===== src/rtl/beat_tracker_if.sv =====
// Sample stream into beat_tracker and the beat/tempo indications coming back out.
// master drives samples (source side); slave is the tracker.
interface beat_tracker_if #(
  parameter int DATA_BITS   = 17,
  parameter int PERIOD_BITS = 11
);
  logic                   sample_valid;
  logic [DATA_BITS-1:0]   sample;
  logic                   beat_pulse;
  logic                   beat_synth;
  logic [PERIOD_BITS-1:0] period_out;
  logic                   locked;

  modport master (
    output sample_valid, sample,
    input  beat_pulse, beat_synth, period_out, locked
  );

  modport slave (
    input  sample_valid, sample,
    output beat_pulse, beat_synth, period_out, locked
  );
endinterface


===== src/rtl/beat_tracker.sv =====
// Transient-driven beat tracker with period averaging, timeout beat insertion and tempo lock.
// Define BEAT_HYSTERESIS_EN to require a sample below THRESH_LO before each new real beat.
module beat_tracker #(
  parameter int DATA_BITS   = 17,
  parameter int PERIOD_BITS = 11,
  parameter int THRESH_HI   = 70000,
  parameter int THRESH_LO   = 20000,
  parameter int MIN_PERIOD  = 1181,
  parameter int MAX_PERIOD  = 1378,
  parameter int AVG_DEPTH   = 4,
  parameter int TOL         = 16,
  parameter int LOCK_COUNT  = 4,
  parameter int MISS_LIMIT  = 2
) (
  input  logic          clk,
  input  logic          rst,
  beat_tracker_if.slave bus
);
  localparam logic [2:0] IDLE    = 3'd0;
  localparam logic [2:0] HOLDOFF = 3'd1;
  localparam logic [2:0] ARMED   = 3'd2;
  localparam logic [2:0] BEAT    = 3'd3;
  localparam logic [2:0] TIMEOUT = 3'd4;

  localparam int AVG_SHIFT = $clog2(AVG_DEPTH);
  localparam int SUM_BITS  = PERIOD_BITS + AVG_SHIFT;
  localparam int LC_BITS   = $clog2(LOCK_COUNT + 1);
  localparam int MC_BITS   = $clog2(MISS_LIMIT + 1);

  localparam logic [DATA_BITS-1:0]   HI        = DATA_BITS'(THRESH_HI);
  localparam logic [PERIOD_BITS-1:0] MIN_P     = PERIOD_BITS'(MIN_PERIOD);
  localparam logic [PERIOD_BITS-1:0] MAX_P     = PERIOD_BITS'(MAX_PERIOD);
  localparam logic [PERIOD_BITS-1:0] TOL_P     = PERIOD_BITS'(TOL);
  localparam logic [PERIOD_BITS-1:0] COUNT_SAT = {PERIOD_BITS{1'b1}};
  localparam logic [LC_BITS-1:0]     LOCK_C    = LC_BITS'(LOCK_COUNT);
  localparam logic [MC_BITS-1:0]     MISS_C    = MC_BITS'(MISS_LIMIT);

  logic [2:0]             state_reg, state_next;
  logic [PERIOD_BITS-1:0] count_reg, count_inc;
  logic [PERIOD_BITS-1:0] period_reg, period_diff;
  logic [PERIOD_BITS-1:0] hist_reg [AVG_DEPTH];
  logic [SUM_BITS-1:0]    hist_sum;
  logic [LC_BITS-1:0]     consec_reg, consec_inc;
  logic [MC_BITS-1:0]     miss_reg, miss_inc;
  logic                   locked_reg;
  logic                   rearm;
  logic                   beat_cond, enter_beat, enter_timeout, in_tol;

`ifdef BEAT_HYSTERESIS_EN
  localparam logic [DATA_BITS-1:0] LO = DATA_BITS'(THRESH_LO);
  logic rearm_reg;

  always_ff @(posedge clk) begin
    if (rst)
      rearm_reg <= 1'b1;
    else if (enter_beat)
      rearm_reg <= 1'b0;
    else if (bus.sample_valid && (bus.sample < LO) && (state_reg != BEAT))
      rearm_reg <= 1'b1;
  end

  assign rearm = rearm_reg;
`else
  localparam int unused_thresh_lo = THRESH_LO;
  assign rearm = 1'b1;
`endif

  assign count_inc  = (bus.sample_valid && (count_reg != COUNT_SAT)) ? count_reg + PERIOD_BITS'(1) : count_reg;
  assign consec_inc = (consec_reg == LOCK_C) ? consec_reg : consec_reg + LC_BITS'(1);
  assign miss_inc   = (miss_reg == MISS_C) ? miss_reg : miss_reg + MC_BITS'(1);

  // Tolerance is judged against the average as it stood before this beat.
  assign period_diff = (count_reg >= period_reg) ? count_reg - period_reg : period_reg - count_reg;
  assign in_tol      = (period_diff <= TOL_P);

  assign beat_cond     = bus.sample_valid && (bus.sample > HI) && rearm;
  assign enter_beat    = (state_reg == ARMED) && beat_cond;
  assign enter_timeout = (state_reg == ARMED) && !beat_cond && (count_reg >= MAX_P);

  always_comb begin
    hist_sum = '0;
    for (int i = 0; i < AVG_DEPTH; i++)
      hist_sum = hist_sum + SUM_BITS'(hist_reg[i]);
  end

  always_comb begin
    state_next = state_reg;
    case (state_reg)
      IDLE:    state_next = HOLDOFF;
      // Arm on the sample that brings count to MIN_PERIOD so a spike at that count can fire.
      HOLDOFF: if (count_inc >= MIN_P) state_next = ARMED;
      ARMED: begin
        if (enter_beat)         state_next = BEAT;
        else if (enter_timeout) state_next = TIMEOUT;
      end
      BEAT:    state_next = HOLDOFF;
      TIMEOUT: state_next = HOLDOFF;
      default: state_next = IDLE;
    endcase
  end

  always_ff @(posedge clk) begin
    if (rst) begin
      state_reg  <= IDLE;
      count_reg  <= '0;
      period_reg <= MIN_P;
      for (int i = 0; i < AVG_DEPTH; i++)
        hist_reg[i] <= MIN_P;
      consec_reg <= '0;
      miss_reg   <= '0;
      locked_reg <= 1'b0;
    end else begin
      state_reg <= state_next;

      if (enter_beat)
        count_reg <= '0;
      else if (enter_timeout)
        count_reg <= MAX_P - period_reg;
      else
        count_reg <= count_inc;

      if (enter_beat) begin
        hist_reg[0] <= count_reg;
        for (int i = 1; i < AVG_DEPTH; i++)
          hist_reg[i] <= hist_reg[i-1];
      end

      if (state_reg == BEAT)
        period_reg <= PERIOD_BITS'(hist_sum >> AVG_SHIFT);

      if (enter_beat) begin
        if (in_tol) begin
          consec_reg <= consec_inc;
          miss_reg   <= '0;
          if (consec_inc == LOCK_C)
            locked_reg <= 1'b1;
        end else begin
          consec_reg <= '0;
          locked_reg <= 1'b0;
        end
      end else if (enter_timeout) begin
        miss_reg <= miss_inc;
        if (miss_inc == MISS_C) begin
          consec_reg <= '0;
          locked_reg <= 1'b0;
        end
      end
    end
  end

  assign bus.beat_pulse = !rst && ((state_reg == BEAT) || (state_reg == TIMEOUT));
  assign bus.beat_synth = !rst && (state_reg == TIMEOUT);
  assign bus.period_out = period_reg;
  assign bus.locked     = locked_reg;
endmodule


===== src/flat_wrapper.sv =====
// flat-port wrapper written by rule: the top's interface ports become plain ports
module beat_tracker_flat 
#(
  parameter int DATA_BITS   = 17,
  parameter int PERIOD_BITS = 11,
  parameter int THRESH_HI   = 70000,
  parameter int THRESH_LO   = 20000,
  parameter int MIN_PERIOD  = 1181,
  parameter int MAX_PERIOD  = 1378,
  parameter int AVG_DEPTH   = 4,
  parameter int TOL         = 16,
  parameter int LOCK_COUNT  = 4,
  parameter int MISS_LIMIT  = 2
)
  (clk, rst, bus_sample_valid, bus_sample, bus_beat_pulse, bus_beat_synth, bus_period_out, bus_locked);
  beat_tracker_if #(.DATA_BITS(DATA_BITS), .PERIOD_BITS(PERIOD_BITS)) bus_i ();
  input  logic clk;
  input  logic rst;
  input wire logic [$bits(bus_i.sample_valid)-1:0] bus_sample_valid;
  input wire logic [$bits(bus_i.sample)-1:0] bus_sample;
  output wire logic [$bits(bus_i.beat_pulse)-1:0] bus_beat_pulse;
  output wire logic [$bits(bus_i.beat_synth)-1:0] bus_beat_synth;
  output wire logic [$bits(bus_i.period_out)-1:0] bus_period_out;
  output wire logic [$bits(bus_i.locked)-1:0] bus_locked;
  assign bus_i.sample_valid = bus_sample_valid;
  assign bus_i.sample = bus_sample;
  assign bus_beat_pulse = bus_i.beat_pulse;
  assign bus_beat_synth = bus_i.beat_synth;
  assign bus_period_out = bus_i.period_out;
  assign bus_locked = bus_i.locked;
  beat_tracker #(.DATA_BITS(DATA_BITS), .PERIOD_BITS(PERIOD_BITS), .THRESH_HI(THRESH_HI), .THRESH_LO(THRESH_LO), .MIN_PERIOD(MIN_PERIOD), .MAX_PERIOD(MAX_PERIOD), .AVG_DEPTH(AVG_DEPTH), .TOL(TOL), .LOCK_COUNT(LOCK_COUNT), .MISS_LIMIT(MISS_LIMIT)) u_core (.clk(clk), .rst(rst), .bus(bus_i));
endmodule

===== config.mk =====
export PLATFORM = sky130hd
export DESIGN_NAME = beat_tracker_flat
export DESIGN_NICKNAME = d
export VERILOG_FILES = /design/src/rtl/beat_tracker_if.sv /design/src/rtl/beat_tracker.sv /design/src/flat_wrapper.sv
export SDC_FILE = /design/constraint.sdc
export NUM_CORES = 1
export LEC_CHECK = 0
export CAP_MARGIN = 15
export CORE_MARGIN = 3
export CORE_UTILIZATION = 59
export CTS_BUF_LIST = sky130_fd_sc_hd__clkbuf_8
export DETAILED_ROUTE_END_ITERATION = 8
export DONT_BUFFER_PORTS = 1
export PLACE_DENSITY = 0.82
export SLEW_MARGIN = 20
export SYNTH_ARGS = -nofsm -noshare
export SYNTH_HDL_FRONTEND = slang
export SYNTH_SLANG_ARGS = --single-unit

===== constraint.sdc =====
create_clock -name clk -period 5.2 [get_ports clk]
set_clock_uncertainty 0.15 [all_clocks]
set_input_delay 1.04 -clock clk [delete_from_list [all_inputs] [get_ports clk]]
set_output_delay 1.04 -clock clk [all_outputs]
set_load 0.02 [all_outputs]

---- Word-level counts from Yosys, hierarchy flattened ----
Memory sizes are Yosys's and may differ from the RTL's.
Index checks and enable logic that the tools add are counted.
word-level totals
  memories ................................ 1
  bits in latches ......................... 0
  ROM bits ................................ 0
  bits in writable memories ............... 44
  flip-flop bits (word level) ............. 31
  logic and storage cells ................. 87
  input port bits ......................... 20
  output and inout bits ................... 14
operators by class
  bitwise logic cells ..................... 4
  multipliers ............................. 0
  shift operators ......................... 0
  $add $sub $neg .......................... 9
  reduce and logical (&&, ||, !) cells .... 19
  equality and inequality tests ........... 13
  divide/modulo/power cells ............... 0
  $lt $le $gt $ge ......................... 5
  multiplexer cells ....................... 30
memories
  memory           words  bits a word  read ports  clocked after memory_dff  wr ports  line                text
  u_core.hist_reg  4      11           4           0                         4         beat_tracker.sv:41  logic [PERIOD_BITS-1:0] hist_reg [AVG_DEPTH];
operators with widths
  operator                                                                 count
  11-bit 2-to-1 mux                                                        7
  13-bit by 11-bit adder with 13-bit output                                2
  3-bit 2-to-1 mux                                                         8
  11-bit greater-or-equal comparator (second input constant)               2
  11-bit subtractor                                                        2
  17-bit > comparator (second input constant)                              1
  11-bit by 11-bit adder with 12-bit output                                1
  11-bit by 1-bit adder with 11-bit output (second input constant)         1
  11-bit greater-or-equal comparator                                       1
  11-bit by 5-bit <= comparator with 1-bit output (second input constant)  1
  11-bit != test (second input constant)                                   1
  11-bit subtractor (first input constant)                                 1
  1-bit 2-to-1 mux                                                         10
  3-bit == test (second input constant)                                    3
  3-bit one-hot mux with 3 select lines                                    1
  2-bit 2-to-1 mux                                                         4
  1-bit logical AND                                                        7
  3-bit by 2-bit == test with 1-bit output (second input constant)         2
  2-bit AND reduction                                                      3
  2-bit == test (second input constant)                                    2
  1-bit bitwise OR                                                         4
  2-bit nonzero test                                                       2
  3-bit by 1-bit adder with 3-bit output (second input constant)           1
  3-bit by 1-bit == test with 1-bit output (second input constant)         1
  other kinds (11)                                                         12

---- Longest topological paths before layout ----
Gate-level depths: netlist of the first run.
  word-level depth ........................ 8
  mapped depth ............................ 19
  depth with buffers taken out ............ 19

---- Worst setup path before layout of the first run ----
No wires, ideal clock.
  path kind ............................... input-to-reg
  start ................................... input bus_sample[0]
  end ..................................... memory u_core.hist_reg[0][0], enable pin
  path buffers ............................ 1
  arrival ................................. 3217 ps
  path slack .............................. 1407 ps
  library setup time ...................... 426 ps
  data required time ...................... 4624 ps
  stages .................................. 6
  cells stage by stage .................... or4_1 a41oi_1 o21ai_0 a31oi_1 inv_1 clkbuf_1
RTL lines
  item                line                text
  start: declaration  flat_wrapper.sv:20  input wire logic [$bits(bus_i.sample)-1:0] bus_sample;
  end: declaration    beat_tracker.sv:41

==> results of run 1 <==
power by group through the flow:
stage / sequential, mW / clock [mW] / combinational, mW
2_1_floorplan: 0.664 / 0 / 0.262
3_3_place_gp: 0.667 / 0 / 0.312
3_5_place_dp: 0.668 / 0 / 0.324
4_1_cts: 0.655 / 0.516 / 0.331
5_1_grt: 0.657 / 0.546 / 0.381
6_report: 0.655 / 0.513 / 0.336
cell families (layout without fill, tap and decap cells):
| family | after synthesis | in the layout | share of synthesized area (%) |
|---|---|---|---|
| buffers and inverters | 112 | 107 | 7.704 |
| muxes | 7 | 7 | 1.251 |
| and+or+nand+nor | 210 | 210 | 18.83 |
| DFF | 75 | 75 | 34.07 |
| adders and majority gates | 61 | 61 | 14.97 |
| AOI/OAI and AO/OA | 154 | 154 | 18.26 |
| xor gates and xnor gates | 32 | 32 | 4.917 |
layout make-up:
cell class / instances / area share, %
inverters: 89 / 5.587
flip-flops and latches: 75 / 32.35
multi-input cells: 464 / 55.41
well taps: 129 / 2.689
clock buffers: 9 / 2.064
repair buffers: 2 / 0.2502
clock inverters: 7 / 1.647
layout by cell type, fill, tap and decap left out, types with 6 or more instances in the layout:
cell / n
a211oi_1: 17
clkbuf_8: 9
xor2_1: 9
nor3_1: 17
edfxtp_1: 44
nor2_1: 60
a21oi_1: 45
nand2_1: 38
dfxtp_1: 31
a21o_1: 6
ha_1: 49
o21a_1: 6
nand3_1: 13
nand2b_1: 19
fa_1: 12
nor2b_1: 10
o21ai_0: 24
nand4_1: 9
and3_1: 6
and2_1: 9
inv_1: 88
xnor2_1: 23
o211ai_1: 8
mux2i_1: 6
through the flow:
| step | utilization [%] | total power [mW] | hold slack [ns] | setup WS (ns) |
|---|---|---|---|---|
| after floorplan | - | 0.9259 | 0.2995 | 1.407 |
| after global placement | 61.94 | 0.9793 | 0.3142 | 1.136 |
| after detailed placement | 61.94 | 0.9918 | 0.3267 | 1.002 |
| after CTS | 64.33 | 1.502 | 0.3407 | 0.9529 |
| after global routing | 64.35 | 1.584 | 0.3656 | 0.6373 |
| final | 64.35 | 1.504 | 0.3388 | 0.9437 |
critical path, cell delays in order (launching register included):
cell,delay [ns]
edfxtp_1,0.40
ha_1,0.21
inv_1,0.07
fa_1,0.20
nor2b_1,0.06
o21ai_0,0.23
a21boi_0,0.14
o21ai_0,0.22
a21oi_1,0.14
o21ai_0,0.29
or4b_2,0.64
o311a_1,0.16
fa_1,0.49
inv_1,0.05
ha_1,0.32
o21ai_0,0.11
mux2i_1,0.21
nand2_1,0.07
cells in the mapped netlist, types with 8 or more instances:
master     n  area [sq um]
o211ai_1   8         60.06
nand3_1   13         65.06
o21ai_0   24         120.1
nand2_1   38         142.6
ha_1      49         613.1
nand4_1    9         56.30
and2_1     9         56.30
nor2_1    60         225.2
xor2_1     9         78.83
dfxtp_1   31         620.6
nand2b_1  19         118.9
fa_1      12         240.2
a211oi_1  17         127.6
clkbuf_1  18         67.56
nor3_1    17         85.08
a21oi_1   45         225.2
edfxtp_1  44          1321
nor2b_1   10         62.56
inv_1     89         334.1
xnor2_1   23         201.4
worst paths after layout:
kind | to | cells past startpoint | slack (ns)
max | u_core.bus.period_out[9] | 17 | 0.94
min | u_core.miss_reg[0] | 2 | 0.34
max reg2reg | u_core.bus.period_out[9] | 17 | 0.94
min reg2reg | u_core.miss_reg[0] | 2 | 0.34
routing by layer:
layer | up-vias | share of wire [%]
met2 | 111 | 50
met1 | 2218 | 45
met4 | 0 | 2.2
met3 | 23 | 3.2
li1 | 2273 | -
met5 | - | 0
==> impl_metrics.ini, run 1 <==
[die]
die_h_microns = 104.3
die-area_sq_um = 10880
dieWidth_microns = 104.3
rows = 35
initial_core_util_pct = 61.11
io_pins = 34
coreArea_sq_um = 9328

[sta]
hold_viol = 0
min_period_ns = 4.256
slew_headroom_pct = 34.24
report.final.slew_viol_count = 0
fin_crit_sh_pct = 81.85
finalSetupViolCount = 0
rsz0062_at_grt = false
setup_tns_ns = 0
clock.fmax_mhz = 234.9
worst_pin_slew_ns = 0.9834

[logic_synthesis]
syn_area_sq_um = 5700
synth_edf_count = 44
synthDistinctLibCells = 65
synthFlopType = edfxtp_1
yosysWarnings = 0
seq_area_frac_synth_pct = 34.06
synth_nets = 732
syn_avg_cell_area_sq_um = 8.756
synthCells = 651
ys_seq_elements = 75
synth-async-reset-ratio_pct = 0

[detailed_routing]
first_pass_iters = 5
drt-total-wl_microns = 12650
drcViolationCount = 0
drt-vias-per-instance = 5.968
wl_per_cell_microns = 16.33
drt_iter0_drc = 333
dr_total_vias = 4625
postRouteAntennaNets = 0

[run_status]
status = complete, no violations

[grt]
grt_use_met3_pct = 3.290
grt_pass1_vias = 4596
grt.total_usage_pct = 24.06
antenna_found_initial = 0
grt_overflow = 0
grt_max_degree = 58
grt_pass1_wl_microns = 21670
use_met2_pct = 41.88
grt.busiest_layer = met2
grt_use_met1_pct = 30.74

[job]
cap_violations = 0

[hold_path]
min_from = u_core.miss_reg[0]
hold_path.class = flip-flop to flip-flop

[cells_and_area]
multi_input_area_sq_um = 3326
nets = 722
instances_no_fill = 775
seq_area_sq_um = 1942
largest_reg_flops = 44
num_antenna_cells = 0
n_fill_cell = 774
area_growth_pct = 5.290
drive_gt1_share_pct = 5.418
design_area_sq_um = 6002

[critical_path]
cp.arrival_ns = 4.36
crit_type = flip-flop to flip-flop
critPathMaxFanout = 3
critPathLaunch = u_core.hist_reg[0][0]
startpoint_type = flip-flop
critPathRequiredTime_ns = 5.31
timing.rr.start = u_core.hist_reg[0][0]
cp-end-kind = flip-flop

[clock_tree]
cts_tree = done
post_cts_buffers = 0
cts_max_level = 3
clockBufferDepth = 2
cts_hold_buf = 0
clockRootBuffer = clkbuf_8
cts_resized = 0
cts_buffers = 9
clkSinkCount = 75
clk_pin_slew_ns = 0.09
insertion_delay_ns = 0.36

[power_and_ir_drop]
intPower_mw = 1.057
p_seq_share_pct = 43.6
power-per-cell-area_nw_per_um2 = 250.5
switching_share_pct = 29.74
clockPowerShare_pct = 34.1
p_switching_mw = 0.4472
p_leak_nw = 2.454
combPwrFrac_pct = 22.3
worst_ir_drop_vdd_mv = 0.1347

[placement]
dp_cells = 759
port_buffers = 0
dpl_cell_area_sq_um = 5778
dp_hpwl_microns = 9444
gp_congestion = 0.9127
Power figures use the tool's default switching activity.
==> inputs of run 2 (changes only) <==
Clock period 5.2 ns to 4.2 ns, I/O delays scaled along.
==> run 2 against run 1 <==
Effect of this change: sequential share of layout area is 0.71 points lower; critical path depth stayed put; cell count is 1.0% higher; die area stayed put; final area is 2.2% higher; sequential power is 24% higher; register-to-register slack worse by 0.75 ns; via count is 1.1% higher; routed wire length is 4.1% higher; count of clock-buffer cells in the layout stayed put; fmax is 6.3% higher.
==> impl_metrics.ini, run 2 (synthesis results as in run 1) <==
[run_status]
status = complete, no violations

[sta]
clock.fmax_mhz = 249.8
fin_crit_sh_pct = 95.30
report.final.slew_viol_count = 0
min_period_ns = 4.003
hold_viol = 0
slew_headroom_pct = 34.18
fin_ws_ns = 0.1974
worst_pin_slew_ns = 0.9843
rsz0062_at_grt = false
setup_tns_ns = 0
finalSetupViolCount = 0

[critical_path]
critPathLaunch = u_core.hist_reg[0][0]
critPathBufInv = 2
path_depth = 17
cp_top_family = adder cells
critPathSlowestCell = or4b_2
rrSetupSlack_ns = 0.20
cp-end-kind = flip-flop
ff2ff_path_depth = 17
critPathMaxFanout = 3
crit_type = flip-flop to flip-flop
timing.rr.start = u_core.hist_reg[0][0]
cp.arrival_ns = 4.09
setup.worst_path.end = u_core.bus.period_out[8]
r2r-end = u_core.bus.period_out[8]
path_cells = ha_2 > inv_1 > fa_2 > nor2b_1 > o21ai_1 > a21boi_1 > o21ai_1 > a21oi_2 > o21ai_2 > or4b_2 > o311a_1 > fa_1 > inv_1 > ha_1 > xor2_1 > mux2i_1 > nor2_1
startpoint_type = flip-flop
critPathRequiredTime_ns = 4.29
critPathMaxStageDelay_ns = 0.61

[clock_tree]
clockRootBuffer = clkbuf_8
cts_max_level = 3
clk_pin_slew_ns = 0.09
clockBufferDepth = 2
cts_tree = done
cts_hold_buf = 0
insertion_delay_ns = 0.36
clkSinkCount = 75
cts_buffers = 9

[detailed_routing]
drcViolationCount = 0
drt-vias-per-instance = 5.971
drt-total-wl_microns = 13180
wl_per_cell_microns = 16.83
dr_total_vias = 4675
postRouteAntennaNets = 0
drt_iter0_drc = 312
first_pass_iters = 5

[die]
coreArea_sq_um = 9328
rows = 35
die_h_microns = 104.3
die-area_sq_um = 10880
io_pins = 34
dieWidth_microns = 104.3
initial_core_util_pct = 61.11

[cells_and_area]
nets = 730
num_antenna_cells = 0
area_growth_pct = 7.638
final_common_cell = inv_1
largest_reg_flops = 44
mostFrequentLayoutCells = inv_1 (89), nor2_1 (60), ha_1 (48)
instances_no_fill = 783
drive_gt1_share_pct = 7.645

[grt]
grt_pass1_wl_microns = 21900
antenna_found_initial = 0
grt_overflow = 0
grt.total_usage_pct = 24.70
grt_max_degree = 34
grt_pass1_vias = 4615

[placement]
gp_congestion = 0.9299
place_ws_ns = 0.02615
dp_hpwl_microns = 9820
dp_cells = 767
port_buffers = 0

[power_and_ir_drop]
power.total_mw = 1.986
p_leak_nw = 2.520
worst_ir_drop_vdd_mv = 0.1982
power-per-cell-area_nw_per_um2 = 323.7

[hold_path]
hold_path.class = flip-flop to flip-flop

[job]
cap_violations = 0
-- run 2: cell types whose count changed in the layout (fill, tap and decap cells not counted), sizes merged --
cell	change
bufinv	+2
clkinvlp	-1
buf	+8
inv	+1
clkinv	-2
-- run 2: where the power goes --
group | leakage (nW) | internal (mW) | switching (mW)
Combinational | 1.72 | 0.177 | 0.257
Clock | 0.135 | 0.456 | 0.286
Sequential | 0.659 | 0.796 | 0.0138
-- run 2: area by class of cell --
cell class / count / area [sq um]
well taps: 129 / 161.4
clock buffers: 9 / 123.9
inverters: 89 / 334.1
clock inverters: 7 / 141.4
flip-flops and latches: 75 / 1942
repair buffers: 10 / 75.07
fillers: 730 / 3192
multi-input cells: 464 / 3358
-- run 2: worst min-delay path: cells and delay by family, from the launching register on --
kind / cells / cell delay (ns)
DFF: 1 / 0.31
AOI/OAI and AO/OA: 1 / 0.08
buffers and inverters: 1 / 0.07
-- run 2: timing repair --
item,in CTS,in global routing
endpoints found under the setup margin,3,5
setup buffers,0,0
cloned,0,0
hold endpoints to repair,0,0
resized for setup,1,12
pin swaps,0,4
-- run 2: worst min path at each step --
stage / startpoint / to / slack, ns / depth (start not counted)
detailed placement: u_core.miss_reg[1] / u_core.miss_reg[1] / 0.33 / 2
global route: rst / u_core.state_reg[1] / 0.37 / 1
floorplan: u_core.miss_reg[1] / u_core.miss_reg[1] / 0.30 / 2
finish: u_core.miss_reg[1] / u_core.miss_reg[1] / 0.35 / 2
global placement: u_core.miss_reg[1] / u_core.miss_reg[1] / 0.31 / 2
CTS: u_core.miss_reg[1] / u_core.miss_reg[1] / 0.35 / 2
-- run 2: per-stage QoR --
| step | hold WS [ns] | utilization [%] | instance area (sq um) |
|---|---|---|---|
| final | 0.3503 | 65.78 | 6136 |
| after global routing | 0.3713 | 65.78 | 6136 |
| after CTS | 0.3488 | 65.43 | 6103 |
| after detailed placement | 0.3306 | 62.59 | 5838 |
| after global placement | 0.3121 | 62.59 | 5838 |
| after floorplan | 0.2995 | - | 5700 |
-- run 2: routing by layer --
layer | part of all wire [%] | global-route usage [%] | vias up
li1 | - | - | 2290
met1 | 42 | 31.17 | 2202
met2 | 50 | 42.44 | 154
met3 | 5.5 | 4.593 | 29
met4 | 2.5 | 8.357 | 0
met5 | 0 | 0 | -
